File: src/rtl/prefetch_fifo.sv
// Prefetch byte FIFO between icache and the instruction decoder.
// Holds up to DEPTH entries of 16 code bytes each. The decoder sees the
// unconsumed bytes of the oldest entry, realigned to byte 0, and may consume
// a variable number of bytes per cycle.
module prefetch_fifo #(
  parameter int unsigned DEPTH = 8,
  parameter int unsigned AW    = 3
) (
  input  logic          clk,
  input  logic          rst,
  input  logic          pr_reset,
  input  logic          prefetchfifo_write_do,
  input  logic [135:0]  prefetchfifo_write_data,
  output logic [AW:0]   prefetchfifo_used,
  output logic          prefetchfifo_overflow,
  output logic          fetch_valid,
  output logic [127:0]  fetch_data,
  output logic [4:0]    fetch_length,
  input  logic          fetch_accept_do,
  input  logic [4:0]    fetch_accept_length
);

  localparam logic [AW:0]   UsedFull = (AW + 1)'(DEPTH);
  localparam logic [AW:0]   UsedOne  = 1;
  localparam logic [AW-1:0] PtrOne   = 1;

  // Entry storage; contents need no reset since used_q gates every read.
  logic [127:0] mem_data [DEPTH];
  logic [4:0]   mem_cnt  [DEPTH];

  logic [AW-1:0] wr_ptr_q, wr_ptr_d;
  logic [AW-1:0] rd_ptr_q, rd_ptr_d;
  logic [AW:0]   used_q, used_d;
  logic [3:0]    head_off_q, head_off_d;
  logic          overflow_q, overflow_d;

  logic          flush;
  logic [4:0]    wr_cnt_raw;
  logic [4:0]    wr_cnt;
  logic [127:0]  wr_data_masked;
  logic          wr_valid;
  logic          wr_accept;
  logic          wr_en;
  logic          consume;
  logic          pop;
  logic          advance;
  logic [4:0]    head_cnt;
  logic [127:0]  head_data;

  // Reserved entry bits are intentionally ignored.
  logic unused_rsvd;
  assign unused_rsvd = ^prefetchfifo_write_data[135:133];

  assign flush      = rst | pr_reset;
  assign wr_cnt_raw = prefetchfifo_write_data[132:128];
  assign head_cnt   = mem_cnt[rd_ptr_q];
  assign head_data  = mem_data[rd_ptr_q];

  // Clamp the byte count and zero bytes beyond it so fetch_data is zero-filled.
  always_comb begin
    wr_cnt         = (wr_cnt_raw > 5'd16) ? 5'd16 : wr_cnt_raw;
    wr_data_masked = '0;
    for (int i = 0; i < 16; i++) begin
      if (5'(i) < wr_cnt) begin
        wr_data_masked[8*i +: 8] = prefetchfifo_write_data[8*i +: 8];
      end
    end
  end

  // Head view: realign the unconsumed bytes of the oldest entry to byte 0.
  always_comb begin
    fetch_valid  = (used_q != '0);
    fetch_length = '0;
    fetch_data   = '0;
    if (fetch_valid) begin
      fetch_length = head_cnt - {1'b0, head_off_q};
      fetch_data   = head_data >> {head_off_q, 3'b000};
    end
  end

  // Consume/write decisions and next-state values.
  always_comb begin
    consume   = fetch_accept_do && fetch_valid && (fetch_accept_length != '0);
    // Over-consumption saturates at the entry boundary.
    pop       = consume && (fetch_accept_length >= fetch_length);
    advance   = consume && !pop;
    wr_valid  = prefetchfifo_write_do && (wr_cnt_raw != '0);
    // A full FIFO still takes a write when the head leaves in the same cycle.
    wr_accept = wr_valid && ((used_q < UsedFull) || pop);
    wr_en     = wr_accept && !flush;

    wr_ptr_d   = wr_accept ? wr_ptr_q + PtrOne : wr_ptr_q;
    rd_ptr_d   = pop ? rd_ptr_q + PtrOne : rd_ptr_q;
    head_off_d = head_off_q;
    if (pop) begin
      head_off_d = '0;
    end else if (advance) begin
      head_off_d = head_off_q + fetch_accept_length[3:0];
    end

    used_d = used_q;
    if (wr_accept && !pop) begin
      used_d = used_q + UsedOne;
    end else if (pop && !wr_accept) begin
      used_d = used_q - UsedOne;
    end

    overflow_d = wr_valid && !wr_accept;
  end

  // Pointer, occupancy and offset registers; flush wins over write and consume.
  always_ff @(posedge clk) begin
    if (flush) begin
      wr_ptr_q   <= '0;
      rd_ptr_q   <= '0;
      used_q     <= '0;
      head_off_q <= '0;
      overflow_q <= 1'b0;
    end else begin
      wr_ptr_q   <= wr_ptr_d;
      rd_ptr_q   <= rd_ptr_d;
      used_q     <= used_d;
      head_off_q <= head_off_d;
      overflow_q <= overflow_d;
    end
  end

  // Entry storage write port.
  always_ff @(posedge clk) begin
    if (wr_en) begin
      mem_data[wr_ptr_q] <= wr_data_masked;
      mem_cnt[wr_ptr_q]  <= wr_cnt;
    end
  end

  assign prefetchfifo_used     = used_q;
  assign prefetchfifo_overflow = overflow_q;

endmodule

File: config.mk
export PLATFORM = sky130hd
export DESIGN_NAME = prefetch_fifo
export DESIGN_NICKNAME = d
export VERILOG_FILES = /design/src/rtl/prefetch_fifo.sv
export SDC_FILE = /design/constraint.sdc
export NUM_CORES = 1
export LEC_CHECK = 0
export BUFFER_PORTS_ARGS = -buffer_cell sky130_fd_sc_hd__clkbuf_2
export CORE_AREA = 2 2 310 312
export CTS_BUF_LIST = sky130_fd_sc_hd__clkbuf_4
export DETAILED_ROUTE_END_ITERATION = 16
export DIE_AREA = 0 0 312 314
export GPL_TIMING_DRIVEN = 1
export PLACE_DENSITY = 0.7
export SLEW_MARGIN = 0
export SYNTH_ARGS = -nofsm -noshare
export SYNTH_HDL_FRONTEND = slang
export SYNTH_SLANG_ARGS = --single-unit
File: constraint.sdc
create_clock -name clk -period 20.8 [get_ports clk]
set_clock_uncertainty 0.05 [all_clocks]
set_input_delay 4.16 -clock clk [delete_from_list [all_inputs] [get_ports clk]]
set_output_delay 4.16 -clock clk [all_outputs]
set_load 0.01 [all_outputs]
==> summary.md <==
| Metric | Value |
|---|---|
| Top cell by count, worst path | buf_4 |
| CTS clk-pin slew, worst paths | 0.06 ns |
| Post-synthesis cell type count | 63 |
| Iter 0 DRT Violations | 4589 |
| Syn_nets | 3082 |
| Full die area | 98000 sq um |
| Most frequent cells after synthesis | 1064 x edfxtp_1, 323 x mux2i_1, 188 x nand3_1, 170 x nor2_1, 146 x a22oi_1 |
| Top FF cell, synth | edfxtp_1 |
| Slew Viols, Final | 0 |
| Post-synth ARST share | 0 |
| Period utilization | 0.505 |
| I/O pin cnt | 285 |
| Setup Buffers After CTS | 0 |
| Post-synth top area share | 0.680 |
| CTS tree | yes |
| Worst r2r path cells | 18 |
| Placed cell count | 4342 |
| DR vias | 31100 |
| Number of enable flip-flop cells after synthesis | 1064 |
| Worst setup SP type | flop |
| Core area | 94400 sq um |
| Routed WL | 148000 um |
| Largest net degree at the start of global routing | 140 |
| Final core occ | 0.562 |
| Vert. Die Dim | 314 um |
| FP Rows | 113 |
| Leak | 0.0174 uW |
| Critical Path End Type | output port |
| Max Freq | 95.2 MHz |
| Ys Warns | 0 |
| Drt pass-1 iters | 6 |
| Die width | 312 um |
| Share of cells above drive strength 1 | 0.275 |
| Port Buffers | 281 |
| DRC viols | 0 |
| Worst-skew pair later-pin latency | 1.14 ns |
| Hold path cells | 2 |
| DP Wirelength | 94200 um |
| Final setup TNS | 0 ns |
| HP Class | reg -> reg |
| Non-filler instance count after layout | 4813 |
| #FFs+latches synth | 1082 |
| Rel. slew slack | 0.0178 |
| Worst EP required | 16.59 ns |
| Vias in the first global route | 30000 |
| Maximum vdd drop | 0.0000649 V |
| Sink Count | 1082 |
| Critical Path Fanout Max | 41 |
| Final hold vios | 0 |
| RSZ-0062 raised after global routing | false |
| Mapped cell area | 47000 sq um |
| Worst Tran Pin Value | 1.47 ns |
| Fillers | 7511 |
| CP peak stage delay | 0.75 ns |
| Routed Antenna Nets | 0 |
| Tmin final | 10.50 ns |
| Nets | 3536 |
| Largest area contributor in the netlist | edfxtp_1 |
| Global-route usage over all layers | 0.297 |
| CTS Buf Count | 290 |
| Register area share after synthesis | 0.688 |
| Max-cap check violation count | 0 |
| Initial Util | 0.497 |
| Max stage delay cell, worst path | a22oi_1 |
| Count leader, synth | edfxtp_1 |
| First-pass GRT wire length | 209000 um |
| P&R area growth vs syn | 13.0% |
| Synth Instances | 2915 |
| PwrDens | 88.5 nW/um^2 |
| Critical path, cell by cell | buf_4, nor2b_4, buf_4, buf_4, a22oi_1, a32oi_1, o211ai_1, a22oi_1, o21ai_0, clkbuf_2 |
| H-Tree Depth | 5 |
| Post-cts sizing count | 0 |
| Status | completed |
| DR WL/cell | 30.7 um |
| Total grt overflow | 0 |
| Crit path kind | reg -> out |
| Routability congestion estimate | 0.951 |
| Max Root-Sink Buffers | 4 |
| Crit path DAT | 6.29 ns |
| Root Buffer | clkbuf_4 |
| Top post-synthesis cells by area | edfxtp_1 68%, mux2i_1 6.9%, mux4_2 5.6%, a22oi_1 2.3%, nand3_1 2.0% |
| Mean Syn Cell Area | 16.1 sq um |
| Setup violations, final | 0 |
| Post-DR vias/cell | 6.46 |
| CTS hold repair buffers | 0 |
| Initial antenna violation count | 18 |
[power by group]
part / total, uW / internal [uW] / switching [uW] / leakage (uW)
Clock: 1730 / 890 / 837 / 0.00198
Sequential: 2420 / 2420 / 7.14 / 0.00982
Combinational: 545 / 161 / 383 / 0.00559
Total: 4700 / 3470 / 1230 / 0.0174
[layout make-up]
class | count | area (sq um) | share of cell area
multi-input combinational | 1628 | 13800 | 0.260
timing repair buffer | 350 | 1960 | 0.0370
inverter | 17 | 63.8 | 0.00120
sequential | 1082 | 32300 | 0.609
clock buffer | 390 | 2930 | 0.0552
clock inverter | 78 | 370 | 0.00698
tap | 1265 | 1580 | 0.0298
antenna | 3 | 7.51 | 0.000141
[path summary, 6_finish.rpt]
kind	start	end	slack (ns)
min	rd_ptr_q[1]	flop	0.44
max reg2reg	flop	mem_data[1][36]	12.84
max	flop	fetch_data[54]	10.30
min reg2reg	rd_ptr_q[1]	flop	0.44
[sequential cells by signal, summed over array words and instances, names as in the netlist, named ones only]
signal                 count
wr_ptr_q                   3
mem_data                1024
head_off_q                 4
mem_cnt                   40
prefetchfifo_used          4
rd_ptr_q                   3
prefetchfifo_overflow      1
[per-layer routing]
layer  part of all wire  global-route usage  up-vias
met5            0.00083                   0        -
met4              0.027              0.0938       18
met3               0.14               0.107      310
met2               0.44               0.437     2306
met1               0.38               0.416    15700
li1                   -                   -    12800
[critical path: cells and delay by family (launching register included)]
family | cells | cell delay [ns]
compound gates | 5 | 2.07
buf+inv | 4 | 2.04
flops | 1 | 0.73
simple gates | 1 | 0.27
[through the flow]
step	setup WS, ns	cell area [sq um]	hold slack (ns)	total power [uW]
floorplan	0.670	47000	0.403	2750
global placement	11.67	49800	0.421	2980
detailed placement	11.69	49800	0.435	2990
CTS	10.47	53100	0.434	4700
global route	10.21	53100	0.462	4850
finish	10.30	53100	0.443	4700
[placed cells by master (no fill, tap or decap), types with 10 or more instances in the layout]
cell type | synthesis | final
a21oi_1 | 47 | 47
clkinv_1 | 0 | 57
inv_1 | 16 | 15
a221oi_1 | 10 | 10
nor2_1 | 170 | 162
nand3_1 | 188 | 188
o22ai_1 | 19 | 19
a2bb2oi_1 | 13 | 13
buf_4 | 12 | 66
a221o_1 | 31 | 31
o2111ai_1 | 34 | 34
nor2b_1 | 84 | 82
clkinv_2 | 0 | 10
and2_1 | 57 | 56
nand2_1 | 84 | 84
a22oi_1 | 146 | 146
mux2i_1 | 323 | 323
clkbuf_2 | 0 | 281
mux2_2 | 42 | 42
mux4_2 | 117 | 117
edfxtp_1 | 1064 | 1064
o22a_1 | 14 | 14
nor3_1 | 20 | 17
dfxtp_1 | 18 | 13
o21ai_0 | 31 | 31
or3_1 | 10 | 10
clkbuf_4 | 0 | 390
o211ai_1 | 21 | 21
a211oi_1 | 31 | 30
ha_1 | 18 | 18
[logic make-up after synthesis]
group                    Yosys count  synth area share
AO/OA/AOI/OAI                    464            0.0758
XOR/XNOR                           8           0.00149
AND/OR/NAND/NOR                  639            0.0665
multiplexers                     496             0.142
adder cells (fa/ha/maj)           21           0.00607
flip-flops                      1082             0.688
buffers and inverters            205            0.0203
(Power assumes the default switching activity.)
